$ cat config.mk
export PLATFORM = sky130hd
export DESIGN_NAME = pulse_spacer_flat
export DESIGN_NICKNAME = d
export VERILOG_FILES = /design/src/rtl/pulse_spacer_if.sv /design/src/rtl/pulse_spacer.sv /design/src/flat_wrapper.sv
export SDC_FILE = /design/constraint.sdc
export NUM_CORES = 1
export LEC_CHECK = 0
export CAP_MARGIN = 10
export CORE_AREA = 8 8 45 47
export DETAILED_ROUTE_END_ITERATION = 16
export DIE_AREA = 0 0 53 55
export HOLD_SLACK_MARGIN = 0.03
export PLACE_DENSITY_LB_ADDON = 0.1
export SYNTH_ARGS = -nofsm -noshare
export SYNTH_HDL_FRONTEND = slang
export SYNTH_SLANG_ARGS = --single-unit
$ cat constraint.sdc
create_clock -name clk -period 2.1 [get_ports clk]
set_input_delay 0.42 -clock clk [delete_from_list [all_inputs] [get_ports clk]]
set_output_delay 0.42 -clock clk [all_outputs]
set_load 0.01 [all_outputs]
$ cat src/rtl/pulse_spacer_if.sv
// Request/replay bundle for pulse_spacer: session level and request strobe in,
// start/a pulses plus pending status out.
interface pulse_spacer_if #(
  parameter int DEPTH = 4
) ();
  logic                         start_in;
  logic                         req_in;
  logic                         start;
  logic                         a;
  logic [$clog2(DEPTH+1)-1:0]   pend;
  logic                         busy;
  logic                         overflow;

  modport master (
    output start_in, req_in,
    input  start, a, pend, busy, overflow
  );

  modport slave (
    input  start_in, req_in,
    output start, a, pend, busy, overflow
  );
endinterface

$ cat src/rtl/pulse_spacer.sv
// Session-start pulser and spaced request replayer. Build with PULSE_SPACER_ASSERT_EN
// defined to embed protocol assertions; logic is identical either way.
module pulse_spacer #(
  parameter int DEPTH = 4,
  parameter int GAP   = 1
) (
  input  logic          clk,
  input  logic          rst_n,
  pulse_spacer_if.slave bus
);
  localparam int PW = $clog2(DEPTH+1);
  localparam int GW = $clog2(GAP+1);

  typedef enum logic [1:0] {S_IDLE, S_ACTIVE, S_GAP} state_e;

  state_e          state_q, state_d;
  logic            start_q, start_d;
  logic            a_q, a_d;
  logic [PW-1:0]   pend_q, pend_d;
  logic            ovf_q, ovf_d;
  logic            sin_q, sin_d;
  logic [GW-1:0]   gcnt_q, gcnt_d;
  logic            req_acc, issue;

  always_comb begin
    state_d = state_q;
    start_d = 1'b0;
    a_d     = 1'b0;
    gcnt_d  = gcnt_q;
    ovf_d   = ovf_q;
    sin_d   = bus.start_in;
    issue   = 1'b0;
    req_acc = (state_q != S_IDLE) && bus.req_in;
    case (state_q)
      S_IDLE: begin
        if (bus.start_in && !sin_q) begin
          start_d = 1'b1;
          state_d = S_ACTIVE;
        end
      end
      S_ACTIVE: begin
        if (pend_q != '0) begin
          issue   = 1'b1;
          a_d     = 1'b1;
          gcnt_d  = GW'(GAP);
          state_d = S_GAP;
        end else if (!bus.start_in && !bus.req_in) begin
          state_d = S_IDLE;
        end
      end
      S_GAP: begin
        gcnt_d = gcnt_q - GW'(1);
        if (gcnt_q == GW'(1)) state_d = S_ACTIVE;
      end
      default: state_d = S_IDLE;
    endcase

    // issue decision uses the pre-edge count, so req+issue nets to zero
    pend_d = pend_q;
    if (req_acc && !issue) begin
      if (pend_q == PW'(DEPTH)) ovf_d = 1'b1;
      else                      pend_d = pend_q + PW'(1);
    end else if (!req_acc && issue) begin
      pend_d = pend_q - PW'(1);
    end
  end

  always_ff @(posedge clk) begin
    if (!rst_n) begin
      state_q <= S_IDLE;
      start_q <= 1'b0;
      a_q     <= 1'b0;
      pend_q  <= '0;
      ovf_q   <= 1'b0;
      sin_q   <= 1'b0;
      gcnt_q  <= '0;
    end else begin
      state_q <= state_d;
      start_q <= start_d;
      a_q     <= a_d;
      pend_q  <= pend_d;
      ovf_q   <= ovf_d;
      sin_q   <= sin_d;
      gcnt_q  <= gcnt_d;
    end
  end

  assign bus.start    = start_q;
  assign bus.a        = a_q;
  assign bus.pend     = pend_q;
  assign bus.busy     = (state_q != S_IDLE);
  assign bus.overflow = ovf_q;

`ifdef PULSE_SPACER_ASSERT_EN
  ap_start_gap: assert property (@(posedge clk) disable iff (!rst_n)
    $rose(bus.start) |=> not (bus.a [*2]))
    $info("ap_start_gap pass %0t", $time); else $error("ap_start_gap fail %0t", $time);
  ap_a_single: assert property (@(posedge clk) disable iff (!rst_n) bus.a |=> !bus.a)
    $info("ap_a_single pass %0t", $time); else $error("ap_a_single fail %0t", $time);
  ap_start_single: assert property (@(posedge clk) disable iff (!rst_n) bus.start |=> !bus.start)
    $info("ap_start_single pass %0t", $time); else $error("ap_start_single fail %0t", $time);
  ap_pend_max: assert property (@(posedge clk) disable iff (!rst_n) pend_q <= PW'(DEPTH))
    $info("ap_pend_max pass %0t", $time); else $error("ap_pend_max fail %0t", $time);
  ap_idle_quiet: assert property (@(posedge clk) disable iff (!rst_n) !bus.busy |-> !bus.a)
    $info("ap_idle_quiet pass %0t", $time); else $error("ap_idle_quiet fail %0t", $time);
`else
  // no embedded checks in this build
`endif
endmodule

$ cat src/flat_wrapper.sv
// flat-port wrapper written by rule: the top's interface ports become plain ports
module pulse_spacer_flat 
#(
  parameter int DEPTH = 4,
  parameter int GAP   = 1
)
  (clk, rst_n, bus_start_in, bus_req_in, bus_start, bus_a, bus_pend, bus_busy, bus_overflow);
  pulse_spacer_if #(.DEPTH(DEPTH)) bus_i ();
  input  logic clk;
  input  logic rst_n;
  input wire logic [$bits(bus_i.start_in)-1:0] bus_start_in;
  input wire logic [$bits(bus_i.req_in)-1:0] bus_req_in;
  output wire logic [$bits(bus_i.start)-1:0] bus_start;
  output wire logic [$bits(bus_i.a)-1:0] bus_a;
  output wire logic [$bits(bus_i.pend)-1:0] bus_pend;
  output wire logic [$bits(bus_i.busy)-1:0] bus_busy;
  output wire logic [$bits(bus_i.overflow)-1:0] bus_overflow;
  assign bus_i.start_in = bus_start_in;
  assign bus_i.req_in = bus_req_in;
  assign bus_start = bus_i.start;
  assign bus_a = bus_i.a;
  assign bus_pend = bus_i.pend;
  assign bus_busy = bus_i.busy;
  assign bus_overflow = bus_i.overflow;
  pulse_spacer #(.DEPTH(DEPTH), .GAP(GAP)) u_core (.clk(clk), .rst_n(rst_n), .bus(bus_i));
endmodule
==> flow_metrics.py, run 1 <==
metrics = {
    "setup_path": {
        "crit_end": "bus_busy",
        "r2r-start": "u_core.bus.pend[1]",
        "timing.critical_path.to_type": "output pin",
        "critical-path-slowest-cell": "sky130_fd_sc_hd__clkdlybuf4s50_1",
        "rr_endpoint": "u_core.bus.pend[2]",
        "critical_path.cell_chain": "or2_2 > clkdlybuf4s50_1",
        "reg2reg_setup_slack_ns": 0.23,
        "worst_setup_path_startpoint": "u_core.state_q[1]",
        "worst-endpoint-arrival_ns": 1.48,
        "timing_worst_setup_path_type": "register to output pin",
        "worst_setup_path_start_kind": "register",
        "critPathRequiredTime_ns": 1.68,
        "cp_num_cells": 2,
        "r2r_cells": 6,
        "crit_buf_inv": 1,
        "timing.critical_path.max_delay_family": "buffers and inverters",
        "critical-path-max-stage-delay_ns": 0.48,
        "cp_max_fo": 11,
    },
    "status": {
        "outcome": "finished clean",
    },
    "timing": {
        "min_period_over_period_pct": 90.3,
        "setup_ws_ns": 0.203,
        "worst-slew-pin-transition_ns": 0.317,
        "min_tclk_post_route_ns": 1.90,
        "setup_total_negative_slack_ns": 0,
        "setup-violations-final": 0,
        "achievable-frequency_mhz": 527,
        "final_hold_viol_count": 0,
        "rsz0062_at_grt": "no",
        "slew_headroom_pct": 78.8,
        "drv_slew": 0,
        "fin_skew_ns": 0.00518,
    },
    "clock_tree": {
        "clock_latency_ns": 0.27,
        "worst_setup_hold_path_clk_slew_ns": 0.07,
        "cts_num_sinks": 10,
        "cts_setup_buffers": 0,
        "cts_made_buffers": 3,
        "number_of_h_tree_branching_levels": 1,
        "postCtsHoldBufs": 0,
        "buffer_depth_of_the_longest_clock_path": 2,
        "cts_tree": "built",
        "clock-root-buffer": "sky130_fd_sc_hd__clkbuf_4",
    },
    "global_route": {
        "initial_antenna_violation_count": 0,
        "wire_length_of_the_first_global_routing_pass_um": 1690,
        "grt_max_degree": 12,
        "globalRouteOverflowTotal": 0,
        "gr-usage-all-layers_pct": 7.90,
        "vias_in_the_first_global_route": 387,
    },
    "floorplanning": {
        "die-height_um": 55,
        "io_pins": 11,
        "die_width_um": 53,
        "start_util_pct": 32.8,
        "std_cell_rows": 14,
        "core_mm2": 0.00138,
        "fp.dieArea_mm2": 0.00292,
    },
    "routing": {
        "wl_per_cell_um": 12.0,
        "dr_wl_met3_um": 35,
        "drt-total-wl_um": 973,
        "met2RoutedLength_um": 452,
        "top_layer": "met3",
        "via_total_after_detailed_routing": 390,
        "number_of_drc_violations_after_detailed_routing": 0,
        "firstDrtPassIters": 2,
        "via_to_cell_ratio": 4.81,
        "route.layer.met1.wl_um": 485,
        "drt_iter0_drc": 3,
        "postRouteAntennaNets": 0,
    },
    "pwr": {
        "p_leak_nw": 0.256,
        "max-vdd-ir-drop_mv": 0.452,
        "cellPowerDensity_mw_per_mm2": 1190,
    },
    "hold_path": {
        "hp-class": "register to register",
        "min_delay_path_depth": 2,
    },
    "layout": {
        "final_cell_count_no_fill": 81,
        "mostFrequentLayoutCells": "sky130_fd_sc_hd__clkdlybuf4s50_1 (10), sky130_fd_sc_hd__dfxtp_1 (10), sky130_fd_sc_hd__buf_4 (4)",
        "final_util_pct": 46.4,
        "drive_above_1_share_pct": 15.4,
        "stdcell_area_um2": 642,
        "area.growth.synth_to_final_pct": 41.3,
        "nets": 71,
        "n_antenna_cell": 0,
    },
    "synthesis": {
        "synth.lib_cells_used.distinct": 24,
        "synth-seq-area-share_pct": 44.1,
        "syn_nets": 53,
        "yosys_warnings": 0,
        "synth-seq-cells": 10,
        "synthesis.area_um2": 454,
        "syn_area_per_cell_um2": 9.46,
        "syn_inst": 48,
    },
    "placement": {
        "detailedPlace.worstSlack_ns": 0.0452,
        "io_buffer_count": 10,
        "place_hpwl_um": 698,
        "post_dp_cell_area_um2": 599,
        "dp_cells": 77,
        "gpl.final_weighted_congestion": 0.784,
    },
    "run": {
        "reported_max_cap_violation_count": 0,
    },
}
registers in the layout, summed over array words and instances (netlist names):
register and count:
u_core.bus.pend 3, u_core.state_q 2, u_core.bus.a 1, u_core.bus.overflow 1
u_core.bus.start 1, u_core.gcnt_q 1, u_core.sin_q 1
cells in the mapped netlist, drive strengths merged:
library cell,number,area share (%)
mux2i,1,2.2
or2,1,1.4
dfxtp,10,44
nor2b,3,4.1
buf,1,1.1
nor3,1,1.1
a21boi,1,1.7
xnor2,3,5.8
nand2,3,2.5
a21oi,1,1.1
fa,1,4.4
o211a,1,2.2
o21ai,4,4.4
o31ai,1,1.7
o22ai,1,1.4
nand3b,1,1.7
nor2,3,2.5
nand2b,3,4.1
a41oi,1,1.9
or3,2,2.8
a22o,1,1.9
nor4b,1,1.9
and2,3,4.1
worst register-to-register path: cells and delay by family (launching register included):
family | cells | cell delay [ns]
XOR/XNOR | 1 | 0.15
adder cells (fa/ha/maj) | 1 | 0.39
AND/OR/NAND/NOR | 2 | 0.62
AO/OA/AOI/OAI | 2 | 0.27
flip-flops | 1 | 0.39
layout make-up:
type,instances,area (µm²)
Sequential cell,10,200
Multi-Input combinational cell,37,255
Tap cell,16,20.0
Fill cell,134,742
Timing Repair Buffer,14,130
Clock buffer,4,36.3
per-stage QoR:
step                      hold WS [ns]  power (mW)
after floorplan                  0.471       0.462
after global placement           0.489       0.593
after detailed placement         0.492       0.588
after CTS                        0.512       0.770
after global routing             0.563       0.829
final                            0.504       0.766
what timing repair did:
| item | CTS | global route |
|---|---|---|
| endpoints found under the hold margin | 0 | 0 |
| setup endpoints to repair | 0 | 1 |
| gates resized for setup | 0 | 1 |
worst min path at each step:
stage / endpoint / from
6_report: u_core.bus.overflow / u_core.bus.overflow
4_1_cts: u_core.bus.overflow / u_core.bus.overflow
2_1_floorplan: u_core.bus.start / u_core.sin_q
3_5_place_dp: u_core.bus.overflow / u_core.bus.overflow
3_3_place_gp: u_core.bus.overflow / u_core.bus.overflow
5_1_grt: u_core.bus.start / u_core.sin_q
where the power goes:
| part | switching [mW] | internal (mW) |
|---|---|---|
| clock network | 0.0721 | 0.105 |
| registers | 0.0390 | 0.230 |
| logic | 0.141 | 0.179 |
| total | 0.252 | 0.514 |
metal layers:
metal,vias to the layer above,global-route usage (%)
met3,0,2.41
met4,0,6.47
met5,-,0
met1,178,9.38
li1,207,-
met2,5,11.5
logic make-up after synthesis:
| family | Yosys count | synth area share [%] |
|---|---|---|
| AOI/OAI and AO/OA | 11 | 16.3 |
| DFF | 10 | 44.1 |
| buffers and inverters | 1 | 1.10 |
| and+or+nand+nor | 21 | 26.2 |
| muxes | 1 | 2.20 |
| xor gates and xnor gates | 3 | 5.79 |
| adders and majority gates | 1 | 4.41 |
Power figures use the tool's default switching activity.
==> run 2, diff against run 1 <==
Settings changed: MAX_ROUTING_LAYER set to met4.
==> run 2 against run 1 <==
Against the previous run: sequential share of layout area is the same; first-iteration DRC count unchanged; maximum frequency about the same; clock-buffer cell count stayed put; hold slack is the same; wire length unchanged; clock power barely moved; design area stayed put; critical path depth unchanged; via count unchanged; global-route usage is 0.24 points higher; non-clock buffer count stayed put; critical path type unchanged; highest routed layer unchanged.
==> flow_metrics.py, run 2 (same netlist as run 1, synthesis figures left out) <==
metrics = {
    "setup_path": {
        "r2r-start": "u_core.bus.pend[1]",
        "timing_worst_setup_path_type": "register to output pin",
        "cp_max_fo": 11,
        "worst_setup_path_startpoint": "u_core.state_q[1]",
        "critPathRequiredTime_ns": 1.68,
        "worst-endpoint-arrival_ns": 1.48,
        "worst_setup_path_start_kind": "register",
        "timing.critical_path.to_type": "output pin",
    },
    "pwr": {
        "cellPowerDensity_mw_per_mm2": 1190,
        "max-vdd-ir-drop_mv": 0.452,
        "p_leak_nw": 0.256,
    },
    "layout": {
        "area.growth.synth_to_final_pct": 41.3,
        "final_cell_count_no_fill": 81,
        "largest_register_ff_count": 3,
        "multi_input_area_um2": 255,
        "fillers": 134,
        "mostFrequentLayoutCells": "sky130_fd_sc_hd__clkdlybuf4s50_1 (10), sky130_fd_sc_hd__dfxtp_1 (10), sky130_fd_sc_hd__buf_4 (4)",
        "nets": 71,
        "n_antenna_cell": 0,
        "drive_above_1_share_pct": 15.4,
        "regArea_um2": 200,
    },
    "floorplanning": {
        "fp.dieArea_mm2": 0.00292,
        "die_width_um": 53,
        "core_mm2": 0.00138,
        "io_pins": 11,
        "die-height_um": 55,
        "start_util_pct": 32.8,
        "std_cell_rows": 14,
    },
    "placement": {
        "gpl.final_weighted_congestion": 0.795,
        "io_buffer_count": 10,
        "place_hpwl_um": 698,
        "dp_cells": 77,
    },
    "timing": {
        "drv_slew": 0,
        "min_period_over_period_pct": 90.3,
        "rsz0062_at_grt": "no",
        "min_tclk_post_route_ns": 1.90,
        "setup_total_negative_slack_ns": 0,
        "final_hold_viol_count": 0,
        "fin_skew_ns": 0.00519,
        "setup-violations-final": 0,
        "achievable-frequency_mhz": 527,
        "slew_headroom_pct": 78.8,
        "worst-slew-pin-transition_ns": 0.317,
    },
    "clock_tree": {
        "cts_made_buffers": 3,
        "postCtsHoldBufs": 0,
        "cts_setup_buffers": 0,
        "buffer_depth_of_the_longest_clock_path": 2,
        "worst_setup_hold_path_clk_slew_ns": 0.07,
        "clock_latency_ns": 0.27,
        "clock-root-buffer": "sky130_fd_sc_hd__clkbuf_4",
        "number_of_h_tree_branching_levels": 1,
        "cts_num_sinks": 10,
        "cts_tree": "built",
    },
    "routing": {
        "wl_per_cell_um": 12.0,
        "number_of_drc_violations_after_detailed_routing": 0,
        "drt-total-wl_um": 973,
        "firstDrtPassIters": 2,
        "drt_iter0_drc": 3,
        "via_total_after_detailed_routing": 390,
        "via_to_cell_ratio": 4.81,
        "postRouteAntennaNets": 0,
    },
    "global_route": {
        "initial_antenna_violation_count": 0,
        "vias_in_the_first_global_route": 387,
        "grt_max_degree": 12,
        "globalRouteOverflowTotal": 0,
        "wire_length_of_the_first_global_routing_pass_um": 1680,
        "gr-usage-all-layers_pct": 8.14,
    },
    "hold_path": {
        "holdCritStartpoint": "u_core.bus.overflow",
        "hp-class": "register to register",
    },
    "status": {
        "outcome": "finished clean",
    },
    "run": {
        "reported_max_cap_violation_count": 0,
    },
}
-- run 2: cell counts in the layout (fill, tap and decap cells not counted) --
Identical to the previous run, type by type.
-- run 2: timing repair --
item                                    in CTS  in global routing
endpoints found under the hold margin        0                  0
gates resized for setup                      0                  1
endpoints found under the setup margin       0                  1
-- run 2: routing by layer --
metal | GRT usage, % | vias up | part of all wire (%)
met2 | 11.5 | 5 | 46
li1 | - | 207 | -
met1 | 9.38 | 178 | 50
met3 | 2.41 | 0 | 3.6
met4 | 6.47 | 0 | 0
met5 | - | - | 0
-- run 2: worst paths after layout --
check                           slack [ns]                   to  cells past startpoint
worst max-delay path                  0.20             bus_busy                      2
worst min-delay path                  0.50  u_core.bus.overflow                      2
worst max register to register        0.23   u_core.bus.pend[2]                      6
worst min register to register        0.50  u_core.bus.overflow                      2
-- run 2: report_power, final --
part | total (mW) | internal (mW) | leakage [nW] | switching [mW]
sequential | 0.269 | 0.230 | 0.0818 | 0.0390
clock | 0.177 | 0.105 | 0.0210 | 0.0721
combinational | 0.320 | 0.179 | 0.153 | 0.141
-- run 2: per-stage QoR --
| step | total power, mW | hold WS (ns) | utilization, % | cell area (µm²) | setup slack (ns) |
|---|---|---|---|---|---|
| floorplan | 0.462 | 0.471 | - | 454 | 0.292 |
| global placement | 0.593 | 0.489 | 43.3 | 599 | 0.0349 |
| detailed placement | 0.588 | 0.492 | 43.3 | 599 | 0.0452 |
| CTS | 0.770 | 0.512 | 45.9 | 636 | 0.189 |
| global route | 0.829 | 0.563 | 46.4 | 642 | 0.0135 |
| finish | 0.766 | 0.504 | 46.4 | 642 | 0.203 |
-- run 2: cell type report --
type                    count  share of cell area, %
clock buffers               4                   5.65
well taps                  16                   3.12
flip-flops and latches     10                   31.2
repair buffers             14                   20.3
multi-input cells          37                   39.8
-- run 2: critical path: stages, from the launching register on --
cell and delay [ns]:
sky130_fd_sc_hd__dfxtp_1 0.41, sky130_fd_sc_hd__or2_2 0.33, sky130_fd_sc_hd__clkdlybuf4s50_1 0.48
==> run 3, diff against run 2 <==
Settings changed: CTS_CLUSTER_SIZE set to 30.
==> results of run 3 <==
No change in the layout: final DEF, timing and power equal those of run 2.
